## config.mk

```make
export PLATFORM = sky130hd
export DESIGN_NAME = adder_feed_pipe
export DESIGN_NICKNAME = d
export VERILOG_FILES = /design/src/rtl/adder_pkg.sv /design/src/rtl/adder_carry_gen.sv /design/src/rtl/adder_feed_pipe.sv
export SDC_FILE = /design/constraint.sdc
export NUM_CORES = 1
export LEC_CHECK = 0
export CORE_MARGIN = 3
export CORE_UTILIZATION = 45
export DETAILED_ROUTE_END_ITERATION = 8
export GPL_TIMING_DRIVEN = 0
export PLACE_DENSITY = 0.84
export SLEW_MARGIN = 20
export SYNTH_ARGS = -nofsm -noshare
export SYNTH_HDL_FRONTEND = slang
export SYNTH_SLANG_ARGS = --single-unit
export TNS_END_PERCENT = 1
```

## constraint.sdc

```tcl
create_clock -name wb_clk_i -period 1.6 [get_ports wb_clk_i]
set_input_delay 0.16 -clock wb_clk_i [delete_from_list [all_inputs] [get_ports wb_clk_i]]
set_output_delay 0.16 -clock wb_clk_i [all_outputs]
set_load 0.01 [all_outputs]
```

## src/rtl/adder_pkg.sv

```systemverilog
// Shared widths for the prefix adder and the pipeline that feeds it.
package adder_pkg;
  localparam int ADD_WIDTH     = 8;
  localparam int CNT_W_DEFAULT = 16;
endpackage

```

## src/rtl/adder_carry_gen.sv

```systemverilog
// Carry-out of an addition reconstructed from the operand and sum MSBs.
module adder_carry_gen (
  input  logic a_msb_i,
  input  logic b_msb_i,
  input  logic sum_msb_i,
  output logic carry_o
);
  assign carry_o = (a_msb_i & b_msb_i) | ((a_msb_i | b_msb_i) & ~sum_msb_i);
endmodule

```

## src/rtl/adder_feed_pipe.sv

```systemverilog
// Two-stage valid/ready pipeline feeding an external combinational adder,
// with optional running accumulate and carry/operation status.
module adder_feed_pipe
  import adder_pkg::*;
#(
  parameter int WIDTH = ADD_WIDTH,
  parameter int CNT_W = CNT_W_DEFAULT
) (
  input  logic             wb_clk_i,
  input  logic             wb_rst_i,
  input  logic             in_valid,
  output logic             in_ready,
  input  logic [WIDTH-1:0] in_a,
  input  logic [WIDTH-1:0] in_b,
  input  logic             in_acc,
  input  logic             acc_clr,
  output logic [WIDTH-1:0] add_a,
  output logic [WIDTH-1:0] add_b,
  input  logic [WIDTH-1:0] add_sum,
  output logic             out_valid,
  input  logic             out_ready,
  output logic [WIDTH-1:0] out_sum,
  output logic             out_carry,
  output logic             carry_sticky,
  output logic [CNT_W-1:0] op_count
);
  logic             s1_v_q, s1_acc_q, s2_v_q;
  logic [WIDTH-1:0] s1_a_q, s1_b_q, acc_q, sum_q;
  logic             carry_q, sticky_q;
  logic [CNT_W-1:0] count_q;

  logic             s2_free, adv, in_xfer, out_xfer, carry_new;
  logic [WIDTH-1:0] acc_d;
  logic             sticky_d;
  logic [CNT_W-1:0] count_d;

  assign s2_free  = ~s2_v_q | out_ready;
  assign adv      = s1_v_q & s2_free;
  assign in_ready = ~s1_v_q | adv;
  assign in_xfer  = in_valid & in_ready;
  assign out_xfer = s2_v_q & out_ready;

  // Operand b is chosen at the advance, so chained accumulate ops see the freshest acc_q.
  assign add_a = s1_a_q;
  assign add_b = s1_acc_q ? acc_q : s1_b_q;

  adder_carry_gen u_carry (
    .a_msb_i   (add_a[WIDTH-1]),
    .b_msb_i   (add_b[WIDTH-1]),
    .sum_msb_i (add_sum[WIDTH-1]),
    .carry_o   (carry_new)
  );

  always_comb begin
    acc_d    = acc_q;
    sticky_d = sticky_q;
    count_d  = count_q;
    if (adv) begin
      acc_d    = add_sum;
      sticky_d = acc_clr ? carry_new : (sticky_q | carry_new);
    end else if (acc_clr) begin
      acc_d    = '0;
      sticky_d = 1'b0;
    end
    if (out_xfer) count_d = count_q + CNT_W'(1);
  end

  // NOTE: state registers use non-blocking assignments so every flop samples pre-edge values.
  always_ff @(posedge wb_clk_i or posedge wb_rst_i) begin
    if (wb_rst_i) begin
      s1_v_q   <= 1'b0;
      s1_acc_q <= 1'b0;
      s1_a_q   <= '0;
      s1_b_q   <= '0;
      s2_v_q   <= 1'b0;
      sum_q    <= '0;
      carry_q  <= 1'b0;
      acc_q    <= '0;
      sticky_q <= 1'b0;
      count_q  <= '0;
    end else begin
      if (in_xfer) begin
        s1_v_q   <= 1'b1;
        s1_a_q   <= in_a;
        s1_b_q   <= in_b;
        s1_acc_q <= in_acc;
      end else if (adv) begin
        s1_v_q <= 1'b0;
      end
      if (adv) begin
        s2_v_q  <= 1'b1;
        sum_q   <= add_sum;
        carry_q <= carry_new;
      end else if (out_ready) begin
        s2_v_q <= 1'b0;
      end
      acc_q    <= acc_d;
      sticky_q <= sticky_d;
      count_q  <= count_d;
    end
  end

  assign out_valid    = s2_v_q;
  assign out_sum      = sum_q;
  assign out_carry    = carry_q;
  assign carry_sticky = sticky_q;
  assign op_count     = count_q;
endmodule

```

Yosys cells after proc, flatten, opt, wreduce, memory -nomap -nowiden --
Index checks and enable logic that the tools add are counted.
Operators by class: add/subtract/negate cells 1, reductions and logical operators 3, mux-type cells 10, bitwise operators 13
Operators by type and width (number):
- two-way mux 8 bit | 3
- adder 16 x 1 -> 16 bit (second input constant) | 1
- two-way mux 1 bit | 7
- nonzero test 2 bit | 3
- AND 1 bit | 5
- bitwise OR 1 bit | 5
- inverter 1 bit | 3
Storage, ports and cells: output and inout bits 44, register bits after elaboration 53

Longest topological paths before layout --
Gate-level depths: netlist of run 1.
word-level depth 7, mapped depth 6

Hierarchy --
A second synthesis of run 1 with hierarchy kept.
Second synthesis, totals: cells, all modules 160, area total of the unflattened synthesis 2177.1 um2
Modules (own cells, without submodules):
- adder_feed_pipe | area an instance 2162.1 um2, instances 1, cells an instance 158
- adder_carry_gen | area an instance 15.0 um2, instances 1, cells an instance 2

Worst setup path after synthesis of run 1 --
Ideal clock, no wire load.
path kind register -> register, start register s2_v_q (netlist: out_valid), end register s1_a_q[0] (netlist: add_a[0]), period minus slack after synthesis 1.392 ns, stages on the path, launching flop included 5, setup slack 0.208 ns, setup time 0.125 ns, arrival time 1.267 ns, path through dfrtp_1 > nand3b_2 > nand2_2 > buf_6 > mux2_2
Between the ends: longest elaborated chain between the ends 5
RTL lines:
- start, declared | RTL line adder_feed_pipe.sv:27 | logic s1_v_q, s1_acc_q, s2_v_q;
- start signal, assigned | RTL line adder_feed_pipe.sv:75 | s2_v_q <= 1'b0;
- start signal, assigned | RTL line adder_feed_pipe.sv:91 | s2_v_q <= 1'b1;
- start signal, assigned | RTL line adder_feed_pipe.sv:95 | s2_v_q <= 1'b0;
- inverter 1 bit | RTL line adder_feed_pipe.sv:37 | assign s2_free = ~s2_v_q | out_ready;
- bitwise OR 1 bit | RTL line adder_feed_pipe.sv:37
- AND 1 bit | RTL line adder_feed_pipe.sv:38 | assign adv = s1_v_q & s2_free;
- bitwise OR 1 bit | RTL line adder_feed_pipe.sv:39 | assign in_ready = ~s1_v_q | adv;
- via in_ready | RTL line adder_feed_pipe.sv:12 | output logic in_ready,
- AND 1 bit | RTL line adder_feed_pipe.sv:40 | assign in_xfer = in_valid & in_ready;
- end signal, assigned | RTL line adder_feed_pipe.sv:84 | s1_a_q <= in_a;
- end, declared | RTL line adder_feed_pipe.sv:28 | logic [WIDTH-1:0] s1_a_q, s1_b_q, acc_q, sum_q;
The timed path passes the listed nets, and every way through them passes these cells. A chain may end at the register's enable or synchronous reset.

Worst setup path in the final report of run 1 --
start register s1_acc_q, end output add_b[2]
Between the ends: longest elaborated chain between the ends 1
RTL lines:
- start, declared | RTL line adder_feed_pipe.sv:27
- start signal, assigned | RTL line adder_feed_pipe.sv:86 | s1_acc_q <= in_acc;
- two-way mux 8 bit | RTL line adder_feed_pipe.sv:45 | assign add_b = s1_acc_q ? acc_q : s1_b_q;
- end, declared | RTL line adder_feed_pipe.sv:18 | output logic [WIDTH-1:0] add_b,
Every way passes these cells.

==> results of run 1 <==
==> synthesized netlist by cell type (all sizes together) <==
| cell | n |
|---|---|
| o211ai | 1 |
| o21ai | 2 |
| xor2 | 4 |
| nand2b | 3 |
| mux2 | 33 |
| and3 | 1 |
| nand2 | 7 |
| nor3 | 1 |
| ha | 1 |
| dfrtp | 53 |
| buf | 6 |
| mux2i | 1 |
| nand3 | 6 |
| nor2 | 8 |
| inv | 6 |
| a22o | 8 |
| nand3b | 1 |
| nand4 | 4 |
| and2 | 2 |
| xnor2 | 11 |
==> report_power, final <==
group | total, mW | internal [mW] | leakage (nW) | switching (mW)
Combinational | 1.02 | 0.624 | 0.670 | 0.395
Sequential | 1.72 | 1.55 | 0.648 | 0.171
Clock | 1.04 | 0.621 | 0.0681 | 0.420
==> per-layer routing <==
layer / wire length (um) / part of all wire / track usage
met5: 0 / 0 / 0
met4: 57 / 0.013 / 0.0583
met3: 321 / 0.072 / 0.0396
met2: 2080 / 0.47 / 0.261
met1: 2000 / 0.45 / 0.228
==> area by class of cell <==
class	count	area, sq um	area share
Inverter	6	22.5	0.00711
Clock buffer	5	68.8	0.0217
Multi-Input combinational cell	94	803	0.254
Clock inverter	3	65.1	0.0205
Tap cell	65	81.3	0.0257
Timing Repair Buffer	75	738	0.233
Buffer	6	60.1	0.0190
Sequential cell	53	1330	0.419
==> stage by stage <==
step | power [mW] | hold WS [ns] | instance area (sq um) | worst slack (ns) | TNS (ns)
6_report | 3.78 | 0.162 | 3170 | 0.0438 | 0
5_1_grt | 3.97 | 0.196 | 3170 | -0.0197 | -0.0392
4_1_cts | 3.83 | 0.173 | 3180 | -0.0131 | -0.0387
3_5_place_dp | 2.78 | 0.470 | 3030 | -0.203 | -2.67
3_3_place_gp | 2.73 | 0.461 | 3010 | -0.844 | -46.86
2_1_floorplan | 2.20 | 0.267 | 2190 | 0.154 | 0
==> flip-flops by register name (all words and copies together) (netlist names) <==
name / flops
add_a: 8
carry_sticky: 1
acc_q: 8
out_sum: 8
s1_v_q: 1
s1_b_q: 8
s1_acc_q: 1
op_count: 16
out_valid: 1
out_carry: 1
==> how the worst max path moves through the flow <==
stage	to	slack [ns]	depth (start not counted)	from
detailed placement	s1_b_q[6]$_DFFE_PP0P_	-0.20	5	out_ready
floorplan	acc_q[0]$_DFFE_PP0P_	0.15	1	wb_rst_i
CTS	add_b[2]	-0.01	3	s1_acc_q$_DFFE_PP0P_
global route	add_b[7]	-0.02	5	s1_acc_q$_DFFE_PP0P_
finish	add_b[2]	0.04	3	s1_acc_q$_DFFE_PP0P_
global placement	out_sum[0]$_DFFE_PP0N_	-0.84	2	wb_rst_i
==> critical path: stages, from the launching register on <==
cell and delay, ns:
dfrtp_1 0.40, buf_6 0.13, mux2_2 0.33, clkdlybuf4s15_1 0.23
==> kinds of logic after synthesis <==
family,after synthesis,synth area share
and+or+nand+nor,33,0.0810
AOI/OAI and AO/OA,11,0.0399
muxes,34,0.174
DFF,53,0.605
xor gates and xnor gates,15,0.0599
buffers and inverters,12,0.0348
adders and majority gates,1,0.00570
==> repair_timing <==
action	CTS	global route
setup buffers	0	0
cloned	1	0
hold buffers	0	0
gates resized for setup	18	14
hold endpoints to repair	0	0
endpoints found under the setup margin	9	9
==> flow_metrics.py, run 1 <==
metrics = {
    "cts": {
        "cts_buffers": 5,
        "cts.root.buffer_cell": "clkbuf_8",
        "cts.sinks": 53,
        "insertion_delay_ns": 0.30,
        "clk_path_buf_depth": 2,
        "cts_tree": "built",
        "path_clk_slew_ns": 0.09,
        "htree_levels": 2,
    },
    "timing": {
        "post-route-min-period_ns": 1.56,
        "slew_headroom": 0.723,
        "finalCritPeriodShare": 0.973,
        "setup_viol_count_final": 0,
        "fmax_mhz": 643,
        "worstMarginPinSlew_ns": 0.414,
        "rsz0062_at_grt": "yes",
        "hold_viol": 0,
        "skew_ns": 0.00833,
        "maxSlewViolCount": 0,
    },
    "worst_setup_path": {
        "r2r_slack_ns": 0.13,
        "worstSetupPathType": "reg2out",
        "regToRegEndpoint": "op_count[8]$_DFFE_PP0P_",
        "cp-start-kind": "flip-flop",
        "timing.rr.start": "op_count[0]$_DFFE_PP0P_",
        "worstSetupEndpointType": "output pin",
        "cp_max_fo": 4,
        "r2r_cells": 5,
        "worstPathArrival_ns": 1.40,
        "critPathRequiredTime_ns": 1.44,
    },
    "global_routing": {
        "antenna_found_initial": 0,
        "grt_start_max_net_pins": 36,
        "grt_pass1_vias": 1493,
        "overflow": 0,
        "track_usage": 0.167,
        "grt_pass1_wl_mm": 7.12,
    },
    "drt": {
        "via_count": 1518,
        "wire_per_inst_um": 14.5,
        "postRouteAntennaNets": 0,
        "vias_per_cell": 4.94,
        "dr.pass1.iters": 4,
        "drt_iter0_markers": 64,
        "wirelength_mm": 4.46,
        "drcViolationCount": 0,
    },
    "finish": {
        "n_fill_cell": 352,
        "fin_util": 0.698,
        "nets": 272,
        "syn2layout_area_growth_pct": 44.4,
        "final_common_cell": "clkdlybuf4s50_1",
        "final_cell_mix": "63 x clkdlybuf4s50_1, 52 x dfrtp_1, 30 x mux2_2",
        "instances_no_fill": 307,
        "drive_gt1_frac": 0.248,
        "antenna_cells": 0,
    },
    "die": {
        "io_pins": 74,
        "die_y_um": 75.8,
        "coreArea_sq_um": 4530,
        "initial_core_util": 0.484,
        "fp-row-count": 24,
        "chipWidth_um": 75.8,
        "dieArea_sq_um": 5750,
    },
    "power_and_ir_drop": {
        "p_per_area_nw_per_um2": 1190,
        "vdd_drop_max_mv": 0.874,
        "p_leak_nw": 1.39,
    },
    "logic_synthesis": {
        "avgSynthCellArea_sq_um": 13.8,
        "synth_top_cell_area_share": 0.605,
        "ys_types": 27,
        "syn_area_sq_um": 2190,
        "ys_seq_area_frac": 0.605,
        "syn_nets": 190,
        "synth-seq-cells": 53,
        "synthCells": 159,
        "synth_warnings": 0,
        "synth_top_area_cell": "dfrtp_1",
        "synth.area.top_cells": "dfrtp_1 60%, mux2_2 15%, xnor2_1 4.4%",
    },
    "placement": {
        "place_hpwl_mm": 3.22,
        "io_buffers": 73,
        "dp_cells": 298,
        "place.gp.congestion": 0.738,
    },
    "job": {
        "max-cap-violations": 0,
    },
    "min_path": {
        "hold_class": "in2async",
    },
    "run_status": {
        "status": "finished, final reports clean",
    },
}
No activity file was read; power rests on OpenSTA's default activity.
==> inputs of run 2 (changes only) <==
CORE_MARGIN = 1   (was 3)
SETUP_SLACK_MARGIN = 0.05   (was not set)
==> flow_metrics.py, run 2 (same netlist as run 1, synthesis figures left out) <==
metrics = {
    "run_status": {
        "status": "finished, final reports clean",
    },
    "worst_setup_path": {
        "r2r_cells": 5,
        "worstSetupEndpointType": "output pin",
        "cp_max_fo": 5,
        "cp-start-kind": "flip-flop",
        "regToRegEndpoint": "op_count[8]$_DFFE_PP0P_",
        "timing.rr.start": "op_count[0]$_DFFE_PP0P_",
        "worstSetupPathType": "reg2out",
        "r2r_slack_ns": 0.16,
        "worstPathArrival_ns": 1.34,
        "critPathRequiredTime_ns": 1.44,
    },
    "power_and_ir_drop": {
        "vdd_drop_max_mv": 0.696,
        "p_leak_nw": 1.36,
        "p_per_area_nw_per_um2": 1100,
    },
    "timing": {
        "hold_viol": 0,
        "fmax_mhz": 668,
        "post-route-min-period_ns": 1.50,
        "worstMarginPinSlew_ns": 0.410,
        "rsz0062_at_grt": "yes",
        "setup_viol_count_final": 0,
        "maxSlewViolCount": 0,
        "skew_ns": 0.00267,
        "slew_headroom": 0.726,
        "finalCritPeriodShare": 0.936,
        "whs_ns": 0.162,
    },
    "finish": {
        "largest_register_ffs": 16,
        "fin_area_sq_um": 3090,
        "drive_gt1_frac": 0.249,
        "syn2layout_area_growth_pct": 40.8,
        "final_common_cell": "clkdlybuf4s50_1",
        "nets": 273,
        "final_cell_mix": "63 x clkdlybuf4s50_1, 52 x dfrtp_1, 30 x mux2_2",
        "fin_util": 0.658,
        "antenna_cells": 0,
    },
    "placement": {
        "place_area_sq_um": 3010,
        "io_buffers": 73,
        "place.gp.congestion": 0.758,
        "place_hpwl_mm": 3.02,
    },
    "cts": {
        "path_clk_slew_ns": 0.09,
        "cts.root.buffer_cell": "clkbuf_8",
        "cts_buffers": 5,
        "htree_levels": 2,
        "cts.sinks": 53,
        "insertion_delay_ns": 0.30,
        "clk_path_buf_depth": 2,
        "cts_tree": "built",
    },
    "global_routing": {
        "grt_pass1_vias": 1453,
        "track_usage": 0.174,
        "antenna_found_initial": 0,
        "grt_pass1_wl_mm": 6.77,
        "grt_start_max_net_pins": 36,
        "overflow": 0,
    },
    "die": {
        "die_y_um": 71.8,
        "coreArea_sq_um": 4690,
        "initial_core_util": 0.467,
        "fp-row-count": 25,
        "io_pins": 74,
        "dieArea_sq_um": 5160,
        "chipWidth_um": 71.8,
    },
    "drt": {
        "vias_per_cell": 5.08,
        "wirelength_mm": 4.21,
        "via_count": 1498,
        "dr.pass1.iters": 4,
        "drt_iter0_markers": 59,
        "postRouteAntennaNets": 0,
        "wire_per_inst_um": 14.3,
        "drcViolationCount": 0,
    },
    "min_path": {
        "hold_class": "in2async",
    },
    "job": {
        "max-cap-violations": 0,
    },
}
run 2: cell types whose count changed in the layout (fill, tap and decap cells not counted):
| cell | change |
|---|---|
| buf_6 | -1 |
| clkdlybuf4s15_1 | -1 |
| buf_4 | +1 |
| clkbuf_2 | +2 |
| bufinv_16 | -2 |
run 2: stage by stage:
step,instances,setup TNS [ns],power [mW],worst slack [ns]
after floorplan,159,0,2.20,0.154
after detailed placement,287,-2.31,2.76,-0.188
after global routing,295,0,3.59,0.0123
after CTS,295,0,3.45,0.00371
final,295,0,3.40,0.103
after global placement,286,-44.11,2.73,-0.794
run 2: how the worst max path moves through the flow:
stage / startpoint / endpoint / slack (ns) / cells past startpoint
2_1_floorplan: wb_rst_i / acc_q[0]$_DFFE_PP0P_ / 0.15 / 1
3_3_place_gp: wb_rst_i / s1_v_q$_DFFE_PP0P_ / -0.79 / 2
3_5_place_dp: out_ready / s1_b_q[3]$_DFFE_PP0P_ / -0.19 / 5
4_1_cts: s1_acc_q$_DFFE_PP0P_ / add_b[1] / 0.004 / 3
5_1_grt: s1_acc_q$_DFFE_PP0P_ / add_b[7] / 0.01 / 5
6_report: s1_acc_q$_DFFE_PP0P_ / add_b[7] / 0.10 / 5
run 2: worst max-delay path: stages, from the launching register on:
cell      delay [ns]
dfrtp_1         0.38
buf_6           0.15
mux2i_4         0.23
inv_1           0.05
buf_4           0.12
clkbuf_2        0.11
run 2: report_power, final:
group | switching (mW) | internal (mW)
clock | 0.393 | 0.289
combinational | 0.389 | 0.618
sequential | 0.164 | 1.55
total | 0.945 | 2.46
run 2: per-layer routing:
metal,part of all wire,track usage,vias up
met5,0,0,-
li1,-,-,710
met4,0.014,0.0588,0
met1,0.45,0.220,730
met2,0.48,0.288,47
met3,0.057,0.0478,11
run 2: repair_timing:
action                                  4_1_cts  5_1_grt
gates cloned                                  1        0
resized for setup                            14       19
pin swaps                                     0        0
endpoints found under the setup margin        9        9
buffers inserted                              1        0
hold buffers                                  0        0
run 2: final cells by class:
cell class,instances,area (sq um)
well taps,54,67.6
repair buffers,76,734
clock buffers,5,68.8
fillers,371,1600
multi-input cells,94,803
inverters,6,22.5
clock inverters,1,5.00
plain buffers,6,60.1
flip-flops and latches,53,1330
==> inputs of run 3 (changes only) <==
ABC_CLOCK_PERIOD_IN_PS = 1600   (was not set)
==> results of run 3 <==
Same layout as run 2: the final DEF is identical, and so are final timing and power.
==> RTL edit 1 (config.mk and constraints of run 3) <==
Change the package constant `ADD_WIDTH` from 8 to 6.
--- a/src/rtl/adder_pkg.sv
+++ b/src/rtl/adder_pkg.sv
@@ -1,6 +1,6 @@
 // Shared widths for the prefix adder and the pipeline that feeds it.
 package adder_pkg;
-  localparam int ADD_WIDTH     = 8;
+  localparam int ADD_WIDTH     = 6;
   localparam int CNT_W_DEFAULT = 16;
 endpackage
 
Ports: changed (6 resized); port bits go from 74 to 62. The function was not compared with the original's and may differ.
==> RTL edit 1 against run 3 <==
Setup slack worse by 0.032 ns; clock skew is 0.0040 ns higher; synthesized area is 13% lower; sequential cell count is 8 lower; total power is 3.9% lower; cell area is 11% lower; core utilization is 2.1 points higher; count of clock-buffer cells in the layout is 2 higher; largest power group unchanged; critical path type unchanged; fmax is 2.1% lower; routed wire length is 3.2% lower.
==> RTL edit 1: results (changes against run 3) <==
grt_pass1_vias: 1360  # was 1453
met3_usage_pct: 6.59  # was 4.78%
synth_nets: 165  # was 190
hpwl_um: 2990  # was 3020 µm
status: "completed"  # unchanged
wl_met1_um: 1730  # was 1890 µm
synth_mux_area_share_pct: 15.6  # was 17.4%
r2r-end: "op_count[10]"  # was op_count[8]
irDropWorstVdd_mv: 0.895  # was 0.696 mV
gp_congestion: 0.748  # was 0.758
holdWs_ns: 0.206  # was 0.162 ns
synthXorXnorAreaFrac_pct: 6.87  # was 5.99%
io_buffers: 61  # was 73
fin_cells: 260  # was 295
drive_gt1_share_pct: 23.3  # was 24.9%
netlist_top_cells_count: "dfrtp_1 (45), mux2_2 (23), xnor2_1 (10)"  # was dfrtp_1 (53), mux2_2 (30), xnor2_1 (11), a22o_1 (8)
synth-seq-area-share_pct: 58.9  # was 60.5%
grt.met2_usage_pct: 33.8  # was 28.8%
slew_headroom_pct: 66.4  # was 72.6%
via_count: 1308  # was 1498
dpl.cell_count: 252  # was 287
max_freq_mhz: 654  # was 668 MHz
dp_slack_ns: -0.225  # was -0.188 ns
synth_compound_area_share_pct: 3.66  # was 3.99%
p_leak_nw: 1.19  # was 1.36 nW
[RTL edit 1: cell types whose count changed in the layout (fill, tap and decap cells not counted), moves of 3 or more]
cell	delta
clkbuf_2	-7
mux2_1	-3
dfrtp_1	-8
clkdlybuf4s15_1	+3
clkdlybuf4s50_1	-10
mux2_2	-7
[RTL edit 1: repair_timing]
action / CTS / global route
buffers inserted: 0 / 0
resized for setup: 22 / 1
endpoints found under the setup margin: 7 / 12
[RTL edit 1: final cells by class]
class	instances	area [µm²]
tap	50	62.6
buffer	6	56.3
multi-input combinational	84	729
clock inverter	1	30.0
sequential	45	1130
inverter	5	18.8
fill	295	1290
timing repair buffer	62	627
clock buffer	7	86.3
[RTL edit 1: power by group through the flow]
stage               logic [W]  registers [W]  clock network (W)
detailed placement   0.000902        0.00152                  0
global route         0.000962        0.00154           0.000945
finish               0.000891        0.00151           0.000868
CTS                  0.000905        0.00151           0.000895
global placement     0.000863        0.00150                  0
floorplan            0.000362        0.00155                  0
==> RTL edit 2 (config.mk and constraints of run 3) <==
Made on the original files. Reset style: synchronous (`wb_rst_i`), changed in one clocked block.
--- a/src/rtl/adder_feed_pipe.sv
+++ b/src/rtl/adder_feed_pipe.sv
@@ -66,7 +66,7 @@
   end
 
   // NOTE: state registers use non-blocking assignments so every flop samples pre-edge values.
-  always_ff @(posedge wb_clk_i or posedge wb_rst_i) begin
+  always_ff @(posedge wb_clk_i) begin
     if (wb_rst_i) begin
       s1_v_q   <= 1'b0;
       s1_acc_q <= 1'b0;
Behaviour: differs if wb_rst_i is asserted again (counterexample within 4 cycles, from zero or initial values and one cycle with wb_rst_i high); with wb_rst_i held inactive, the same outputs for 10 cycles.
==> RTL edit 2 against run 3 <==
Synthesized area decreased by 3.9%; routed wire length grew 28%; setup slack got worse by 0.0058 ns; global-route usage is 4.1 points higher; sequential share of layout area fell by 8.0 points; sequential cell count did not move; cell area shrank 0.40%; critical path type unchanged.
Power is not compared: it rests on default switching activity, and its combinational part moved more than twofold at a synthesized area within 25%.
==> RTL edit 2: results (changes against run 3) <==
status: "completed"  # unchanged
drtPass1Iterations: 6  # was 4
inv_count: 3  # was 6
drt_iter0_drc: 108  # was 59
final_nets: 367  # was 273
drive_gt1_share_pct: 15.7  # was 24.9%
seq_area_share_pct: 34.9  # was 43.0%
wl_per_cell_um: 13.8  # was 14.3 µm
holdWs_ns: 0.293  # was 0.162 ns
signal_buffers: 95  # was 82
io_buffers: 72  # was 73
post_cts_buffers: 8  # was 1
grt_pass1_wl_um: 8380  # was 6770 µm
grt_usage_pct: 21.5  # was 17.4%
gp_congestion: 0.803  # was 0.758
grt_max_degree: 19  # was 36
bufAreaShareNonClock_pct: 26.8  # was 25.7%
synth.area.top_cells: "dfxtp_1 (50%), a21oi_1 (10%), nand2_1 (9.1%)"  # was dfrtp_1 (60%), mux2_2 (15%), xnor2_1 (4.4%)
r2r_cells: 4  # was 5
critPathMaxFanout: 4  # was 5
hpwl_um: 3700  # was 3020 µm
clock_cell_area_share_pct: 3.78  # was 2.39%
synth_nets: 281  # was 190
crit_start: "add_a[7]"  # was s1_acc_q
ctsResizeCount: 27  # was 14
netlist_top_cells_count: "dfxtp_1 (53), nand2_1 (51), a21oi_1 (43), nand3_1 (22), nor2_1 (13)"  # was dfrtp_1 (53), mux2_2 (30), xnor2_1 (11), a22o_1 (8)
synth_cell_types: 28  # was 27
finClkSkew_ns: 0.00615  # was 0.00267 ns
worstMarginPinSlew_ns: 0.592  # was 0.410 ns
-- RTL edit 2: changes by cell type after synthesis, sizes merged, moves of 16 or more --
cell / run 3 / this run
a21oi: 0 / 43
dfrtp: 53 / 0
dfxtp: 0 / 53
mux2: 33 / 10
nand2: 7 / 51
nand3: 6 / 22
-- RTL edit 2: power by group --
part	switching, W	total (W)	internal (W)
Combinational	0.000146	0.000323	0.000177
Sequential	0.0000301	0.00140	0.00137
Clock	0.000416	0.000926	0.000510
Total	0.000592	0.00264	0.00205
-- RTL edit 2: worst max-delay path, stage by stage, from the launching register on --
cell and delay [ns]:
dfxtp_1 0.40, buf_4 0.13, clkdlybuf4s50_1 0.52
-- RTL edit 2: per-stage QoR --
step	instances	worst slack (ns)	util [%]	power, W	setup TNS (ns)
6_report	389	0.0970	69.7	0.00264	0
2_1_floorplan	250	0.0541	-	0.00156	0
5_1_grt	389	0.0516	69.7	0.00275	0
3_5_place_dp	374	-0.682	65.5	0.00174	-7.81
3_3_place_gp	374	-0.702	65.5	0.00174	-7.04
4_1_cts	389	0.0124	70.0	0.00266	0
-- RTL edit 2: cells by family (layout without fill, tap and decap cells) --
kind of cell	after synthesis	count (layout)	synth area share [%]
simple gates	110	110	24.3
compound gates	48	48	11.8
buf+inv	19	106	3.92
fa+ha+maj	1	1	0.594
mux	10	10	5.34
xor+xnor	9	9	3.74
flops	53	53	50.4
-- RTL edit 2: per-layer routing --
metal	vias to the layer above	routed length, µm	global-route usage [%]
met5	-	0	0
met1	926	2370	25.0
li1	1023	-	-
met3	9	383	7.22
met2	64	2520	36.6
met4	0	95	7.56
